`src/rtl/regfile_gen.sv`:
```
// Parametrised CPU register file: hardwired r0/r1, PC alias in the top register,
// write bypass, stallable registered reads, clear sequencer and load scoreboard.
// Optional debug print port pair enabled by defining REGFILE_DBG_EN.
module regfile_gen #(
    parameter int DATA_W           = 32,
    parameter int ADDR_W           = 5,
    parameter int NREAD            = 2,
    parameter int MICROOPS_ENABLED = 1
) (
    input  logic                      clk,
    input  logic                      rst,
    input  logic [DATA_W-1:0]         PC,
    input  logic [NREAD*ADDR_W-1:0]   raddr,
    output logic [NREAD*DATA_W-1:0]   rdata,
    output logic [NREAD-1:0]          rbusy,
    input  logic                      hold,
    input  logic [ADDR_W-1:0]         waddr,
    input  logic [DATA_W-1:0]         wdata,
    input  logic                      we,
    input  logic                      lock_en,
    input  logic [ADDR_W-1:0]         lock_addr,
    input  logic                      clr_req,
`ifdef REGFILE_DBG_EN
    input  logic [ADDR_W-1:0]         dbgreg,
    input  logic                      dbgreg_en,
`endif
    output logic                      ready
);

    localparam int DEPTH = 2**ADDR_W;
    localparam logic [ADDR_W-1:0] TOP   = ADDR_W'(DEPTH-1);
    localparam logic [DATA_W-1:0] DELTA = (MICROOPS_ENABLED != 0) ? DATA_W'(1) : DATA_W'(2);

    localparam logic [0:0] ST_CLEAR = 1'b0;
    localparam logic [0:0] ST_IDLE  = 1'b1;

    logic [0:0]              state;
    logic [ADDR_W-1:0]       ptr;
    logic [DATA_W-1:0]       mem [DEPTH];
    logic [DEPTH-1:0]        pending;
    logic [NREAD*DATA_W-1:0] rdata_nxt;
    logic [NREAD-1:0]        rbusy_nxt;
    logic                    wr_ok;
    logic                    lk_ok;

    function automatic logic is_special(input logic [ADDR_W-1:0] a);
        return (a == '0) || (a == ADDR_W'(1)) || (a == TOP);
    endfunction

    assign ready = (state == ST_IDLE);
    assign wr_ok = (state == ST_IDLE) && we && !is_special(waddr);
    assign lk_ok = (state == ST_IDLE) && lock_en && !is_special(lock_addr);

    always_comb begin
        rdata_nxt = '0;
        rbusy_nxt = '0;
        for (int unsigned i = 0; i < NREAD; i++) begin
            if (raddr[i*ADDR_W +: ADDR_W] == '0) begin
                rdata_nxt[i*DATA_W +: DATA_W] = '0;
            end else if (raddr[i*ADDR_W +: ADDR_W] == ADDR_W'(1)) begin
                rdata_nxt[i*DATA_W +: DATA_W] = DATA_W'(1);
            end else if (raddr[i*ADDR_W +: ADDR_W] == TOP) begin
                rdata_nxt[i*DATA_W +: DATA_W] = PC + DELTA;
            end else if (we && (waddr == raddr[i*ADDR_W +: ADDR_W])) begin
                rdata_nxt[i*DATA_W +: DATA_W] = wdata;
            end else begin
                rdata_nxt[i*DATA_W +: DATA_W] = mem[raddr[i*ADDR_W +: ADDR_W]];
            end
            // A same-cycle lock on the written register keeps the old pending view.
            if (is_special(raddr[i*ADDR_W +: ADDR_W])) begin
                rbusy_nxt[i] = 1'b0;
            end else if (we && (waddr == raddr[i*ADDR_W +: ADDR_W]) &&
                         !(lock_en && (lock_addr == raddr[i*ADDR_W +: ADDR_W]))) begin
                rbusy_nxt[i] = 1'b0;
            end else begin
                rbusy_nxt[i] = pending[raddr[i*ADDR_W +: ADDR_W]];
            end
        end
    end

    always_ff @(posedge clk or negedge rst) begin
        if (!rst) begin
            state   <= ST_CLEAR;
            ptr     <= '0;
            pending <= '0;
            rdata   <= '0;
            rbusy   <= '0;
        end else if (state == ST_CLEAR) begin
            rdata   <= '0;
            rbusy   <= '0;
            pending <= '0;
            ptr     <= ptr + ADDR_W'(1);
            if (ptr == TOP) state <= ST_IDLE;
        end else begin
            if (!hold) begin
                rdata <= rdata_nxt;
                rbusy <= rbusy_nxt;
            end
            if (clr_req) begin
                state   <= ST_CLEAR;
                ptr     <= '0;
                pending <= '0;
            end else begin
                if (wr_ok) pending[waddr]     <= 1'b0;
                if (lk_ok) pending[lock_addr] <= 1'b1;
            end
        end
    end

    // Storage has no reset; the clear sequencer zeroes it after every reset.
    always_ff @(posedge clk) begin
        if (state == ST_CLEAR) mem[ptr] <= '0;
        else if (wr_ok)        mem[waddr] <= wdata;
    end

`ifdef REGFILE_DBG_EN
`ifndef SYNTHESIS
    always_ff @(posedge clk) begin
        if (dbgreg_en) $write("[R%0d=%0d]", dbgreg, mem[dbgreg]);
    end
`endif
`endif

endmodule

```
`config.mk`:
```
export PLATFORM = sky130hd
export DESIGN_NAME = regfile_gen
export DESIGN_NICKNAME = d
export VERILOG_FILES = /design/src/rtl/regfile_gen.sv
export SDC_FILE = /design/constraint.sdc
export NUM_CORES = 2
export LEC_CHECK = 0
export BUFFER_PORTS_ARGS = -buffer_cell sky130_fd_sc_hd__buf_2
export CORE_ASPECT_RATIO = 1.5
export CORE_UTILIZATION = 36
export DETAILED_ROUTE_END_ITERATION = 7
export PLACE_DENSITY_LB_ADDON = 0.05
export SETUP_SLACK_MARGIN = 0.1
export SLEW_MARGIN = 20
export SYNTH_ARGS = -nofsm -noshare
export SYNTH_HDL_FRONTEND = slang
export SYNTH_SLANG_ARGS = --single-unit
```
`constraint.sdc`:
```
create_clock -name clk -period 10.4 [get_ports clk]
set_clock_uncertainty 0.15 [all_clocks]
set_input_delay 3.12 -clock clk [delete_from_list [all_inputs] [get_ports clk]]
set_output_delay 3.12 -clock clk [all_outputs]
set_load 0.01 [all_outputs]
```
Yosys cells after proc, flatten, opt, wreduce, memory -nomap -nowiden
Memories as Yosys holds them, arrays and structs flattened.
Index checks and enable logic that the tools add are counted.
{"block": "totals", "out_inout_bits": 67, "regBits": 104, "latchBits": 0, "input_bits": 90, "n_memories": 1, "mem_bits_rw": 1024, "mem_bits_ro": 0}
{"block": "op_classes", "n_addsub": 2, "n_shift": 0, "div": 0, "reduce_logical": 29, "bitwise": 3, "eq_ne": 15, "n_lt_le_gt_ge": 6, "mux": 42, "n_mul": 0}
{"memory": "mem", "depth": 32, "width": 32, "rd": 2, "rd_ports_with_merged_regs": 0, "write_ports": 1, "line_no": "39", "source": "logic [DATA_W-1:0] mem [DEPTH];"}
{"cell": "$mux 32", "n": 15}
{"cell": "$mux 64", "n": 2}
{"cell": "$add 32x1->32 const B", "n": 1}
{"cell": "$and 32x32->32", "n": 1}
{"cell": "$not 32->32", "n": 1}
{"cell": "$or 32x32->32", "n": 1}
{"cell": "$reduce_or 32->1", "n": 1}
{"cell": "$eq 5x5->1 const B", "n": 5}
{"cell": "$lt 5x6->1 const B", "n": 4}
{"cell": "$eq 5x1->1 const B", "n": 4}
{"cell": "$eq 5x5->1", "n": 4}
{"cell": "$logic_not 5->1", "n": 4}
{"cell": "$mux 1", "n": 16}
{"cell": "$mux 5", "n": 3}
{"cell": "$logic_and 1x1->1", "n": 12}
{"cell": "$bmux 1 s5", "n": 2}
{"cell": "$demux 1 s5", "n": 2}
{"cell": "$ge 5x1->1 const B", "n": 2}
{"cell": "$logic_or 1x1->1", "n": 8}
{"cell": "$add 5x1->5 const B", "n": 1}
{"cell": "$logic_not 1->1", "n": 4}
{"cell": "$mux 2", "n": 2}
{"cell": "$ne 2x2->1 const B", "n": 2}

Depth between registers and ports, before layout
{"block": "logic_depth", "ltp_word": 13, "depth_mapped": 12}

Worst setup path after synthesis
Ideal clock, no wire load.
{"block": "synth_path", "path_type": "input -> register", "from": "input port waddr[3]", "to": "memory mem[24][0], enable pin", "slack_ps": 3975, "required_ps": 9829, "setup_ps": 421, "cell_stages": 7, "arrival_ps": 5854, "n_path_buf": 2, "path_cell_list": "clkbuf_1 -> or3_1 -> o22ai_1 -> or2_2 -> clkbuf_1 -> a41oi_1 -> nor2_1"}
{"block": "synth_via", "elab_chain_len": 10, "word_cells_on_any_way": 13, "classes_between": "eq/ne: 2; mux: 5; reduce/logical: 6"}
{"item": "start, declared", "line_no": "17", "source": "input logic [ADDR_W-1:0] waddr,"}
{"item": "$eq 5x1->1 or $logic_not 5->1 (tied branches)", "line_no": "47", "source": "return (a == '0) || (a == ADDR_W'(1)) || (a == TOP);"}
{"item": "$logic_or 1x1->1 (2 in a row)", "line_no": "47"}
{"item": "$logic_not 1->1", "line_no": "51", "source": "assign wr_ok = (state == ST_IDLE) && we && !is_special(waddr);"}
{"item": "$logic_and 1x1->1", "line_no": "51"}
{"item": "$mux 1", "line_no": "113", "source": "else if (wr_ok) mem[waddr] <= wdata;"}
{"item": "$mux 1", "line_no": "112", "source": "if (state == ST_CLEAR) mem[ptr] <= '0;"}
{"item": "$mux 1 (not written as such)", "line_no": "113"}
{"item": "$reduce_or 32->1 (no source line)"}
{"item": "$mux 5 (no source line) or $mux 1 (tied branches)"}
{"item": "end, declared", "line_no": "39"}
Several ways; a longest one is shown, not always the timed one.

Worst setup path after layout
{"block": "layout_path", "from": "input port waddr[3]", "to": "memory mem[5][25], enable pin"}
The elaborated chain is that of the path after synthesis.

==> results.py <==
metrics = {
    "power_and_ir_drop": {
        "clockPowerShare_pct": 35.7,
        "p_switching_uw": 3780,
        "power_switching_share_pct": 30.4,
        "p_leak_uw": 0.0206,
        "pwr-share-seq_pct": 46.1,
        "p_per_area_nw_per_um2": 202,
        "totalPowerFinal_uw": 12400,
        "vdd_drop_max_mv": 0.160,
        "p_int_uw": 8670,
        "p_comb_share_pct": 18.1,
    },
    "worst_setup_path": {
        "arrival_ns": 6.59,
        "r2r-end": "mem[8][27]$_DFFE_PP_",
        "critical_path.max_fanout": 37,
        "critPathKind": "in2reg",
        "worstPathRequired_ns": 10.65,
        "r2r-start": "ready$_DFF_PN0_",
        "cp-end-kind": "register",
        "reg2reg_depth": 7,
        "rrSetupSlack_ns": 6.20,
        "start_kind": "input pin",
    },
    "clocking": {
        "cts.repair.resized": 0,
        "ctsRootBufferMaster": "clkbuf_16",
        "clock-sinks": 1128,
        "cts_tree": "done",
        "clkTransAtPathRegs_ns": 0.07,
        "htreeDepth": 3,
        "clk_path_buf_depth": 3,
        "numCtsBuffers": 118,
        "cts_setup_buffers": 0,
        "insertion_delay_ns": 0.79,
        "hold_buffers": 0,
    },
    "sta": {
        "fin_crit_ns": 6.33,
        "fmax_ghz": 0.158,
        "rsz0062_at_grt": "false",
        "slew_violations": 0,
        "finalCritPeriodShare_pct": 60.9,
        "slew_headroom_pct": 18.4,
        "finalSetupTns_ns": 0,
        "fin_hold_ws_ns": 0.332,
        "tightest_slew_ns": 1.22,
        "finalSetupViolCount": 0,
        "hold_viol": 0,
        "finalWorstSetupSlack_ns": 4.07,
    },
    "global_routing": {
        "grt_max_degree": 89,
        "grt_antenna_before_repair": 16,
        "gr-total-overflow": 0,
        "grt_pass1_wl_um": 315000,
        "grt_pass1_vias": 36400,
        "grtUsageTotal_pct": 30.4,
    },
    "logic_synthesis": {
        "syn_area_um2": 54500,
        "ys_top_cells_by_count": "1,024 x edfxtp_1, 495 x mux4_2, 188 x nand2_1, 165 x mux2i_1, 142 x a21oi_1",
        "yosys_warnings": 0,
        "synth-compound-area-share_pct": 6.54,
        "synth_top_family_by_area": "multiplexers",
        "synth_top_area_share_pct": 56.4,
        "synth_cells": 3208,
        "synth_edf_count": 1024,
        "yosys.cell_count.top_type": "edfxtp_1",
        "yosys.area_share.simple_pct": 4.68,
        "yosys_most_used_dff": "edfxtp_1",
        "synth_cell_type_count": 70,
        "synth_area_leader_cell": "edfxtp_1",
        "synth_area_leaders": "edfxtp_1 56%, mux4_2 20%, dfrtp_1 4.8%",
        "async_flop_share_pct": 9.22,
        "synthAdderAreaFrac_pct": 0.0689,
        "syn_area_per_cell_um2": 17.0,
        "synthMuxAreaShare_pct": 24.1,
        "ys_seq_elements": 1128,
        "yosysSeqAreaShare_pct": 61.2,
        "synth_xor_area_share_pct": 0.819,
        "synth_nets": 3301,
    },
    "min_path": {
        "hold_path.startpoint": "rdata[23]$_DFFE_PN0P_",
        "hold_path_depth": 2,
        "min_to": "rdata[23]$_DFFE_PN0P_",
        "hold_path_class": "reg2reg",
    },
    "routing": {
        "drc_errors": 0,
        "drt_wl_total_um": 233000,
        "vias": 35600,
        "firstDrtPassIters": 6,
        "viasPerCell": 6.60,
        "drt_iter0_markers": 4599,
        "ant_nets": 0,
        "avgRoutedWirePerCell_um": 43.2,
    },
    "cells_and_area": {
        "multiInputGateArea_um2": 20100,
        "fill_cells": 13500,
        "layout.area.seq_um2": 33400,
        "area_delta_synth_final_pct": 13.2,
        "nets": 3447,
        "drive_above_1_share_pct": 31.2,
    },
    "floorplan": {
        "rows": 174,
        "die_x_um": 320,
        "core_region_area_um2": 150000,
        "die_h_um": 479,
        "initial_utilization_pct": 36.3,
        "die_area_um2": 153000,
        "io-pin-count": 157,
    },
    "placement": {
        "pre_cts_ws_ns": 3.37,
        "port_buffers": 156,
        "dp_hpwl_um": 143000,
        "gp_congestion": 0.884,
    },
    "run": {
        "cap_violations": 0,
    },
    "status": {
        "outcome": "finished, final reports clean",
    },
}
## metal layers
| metal | wire length, um | part of all wire, % | vias up | track usage (%) |
|---|---|---|---|---|
| met4 | 11700 | 5.0 | 6 | 14.2 |
| li1 | - | - | 13700 | - |
| met2 | 112000 | 48 | 2079 | 49.3 |
| met1 | 90400 | 39 | 19400 | 40.0 |
| met3 | 19000 | 8.2 | 441 | 4.81 |
| met5 | 45 | 0.019 | - | 0 |
## area by class of cell
type	instances	area share (%)
Inverter	16	0.0973
Tap cell	1936	3.92
Timing Repair Buffer	274	2.89
Clock buffer	149	5.10
Antenna cell	3	0.0122
Multi-Input combinational cell	1816	32.6
Clock inverter	75	1.35
Sequential cell	1128	54.0
## worst max path at each step
stage                  start                     to  cells after the start
finish              waddr[3]   mem[5][25]$_DFFE_PP_                      8
detailed placement  waddr[3]   mem[5][25]$_DFFE_PP_                      8
CTS                 waddr[3]   mem[5][25]$_DFFE_PP_                      8
global route        waddr[3]   mem[5][25]$_DFFE_PP_                      8
floorplan           waddr[3]   mem[24][0]$_DFFE_PP_                      7
global placement    raddr[7]  rdata[37]$_DFFE_PN0P_                      9
## power by group through the flow
| stage | logic, uW | registers [uW] | clock network (uW) |
|---|---|---|---|
| 2_1_floorplan | 1130 | 5740 | 0 |
| 3_3_place_gp | 2240 | 5800 | 0 |
| 3_5_place_dp | 2250 | 5830 | 0 |
| 4_1_cts | 2250 | 5740 | 4500 |
| 5_1_grt | 2300 | 5780 | 4650 |
| 6_report | 2260 | 5740 | 4450 |
## worst max-delay path: stages
cell	delay (ns)
buf_2	0.17
or3_1	0.43
o22ai_1	0.34
nor2_4	0.03
buf_4	0.36
o41a_1	0.62
nor2_4	0.86
buf_4	0.59
## logic make-up after synthesis
logic type               after synthesis
AO/OA/AOI/OAI                        538
flip-flops                          1128
AND/OR/NAND/NOR                      532
XOR/XNOR                              51
buffers and inverters                264
multiplexers                         692
adder cells (fa/ha/maj)                3
## placed cells by master, fill, tap and decap left out, types with 15 or more instances in the layout
cell type,Yosys,routed
mux2i_1,165,165
clkbuf_16,0,118
a22oi_1,64,64
o22ai_1,34,34
xnor2_1,28,28
nor2_4,0,35
a221o_1,15,15
nand3_1,55,54
mux4_2,495,495
buf_2,67,148
o221ai_1,21,21
nand4_1,20,20
and2_1,44,24
nand2_1,188,187
mux2_2,32,32
dfrtp_1,104,104
edfxtp_1,1024,1024
a221oi_1,18,18
xor2_1,23,23
buf_4,39,115
nor2b_1,20,15
clkinv_2,0,26
clkbuf_1,100,23
nor2_1,108,70
a22o_1,23,23
a31oi_1,18,18
nor3_1,24,24
a21oi_1,142,141
o21ai_0,102,102
and2_2,0,20
## registers in the layout, summed over array words and instances (netlist names)
signal   cells
rdata       64
mem       1024
ptr          5
rbusy        2
pending     32
ready        1
## through the flow
step	instance area, um2	utilization (%)	instances
2_1_floorplan	54500	-	3208
3_3_place_gp	57700	38.5	5170
3_5_place_dp	57700	38.5	5170
4_1_cts	61700	41.1	5394
5_1_grt	61700	41.2	5395
6_report	61700	41.2	5397
No activity file was read; power rests on OpenSTA's default activity.
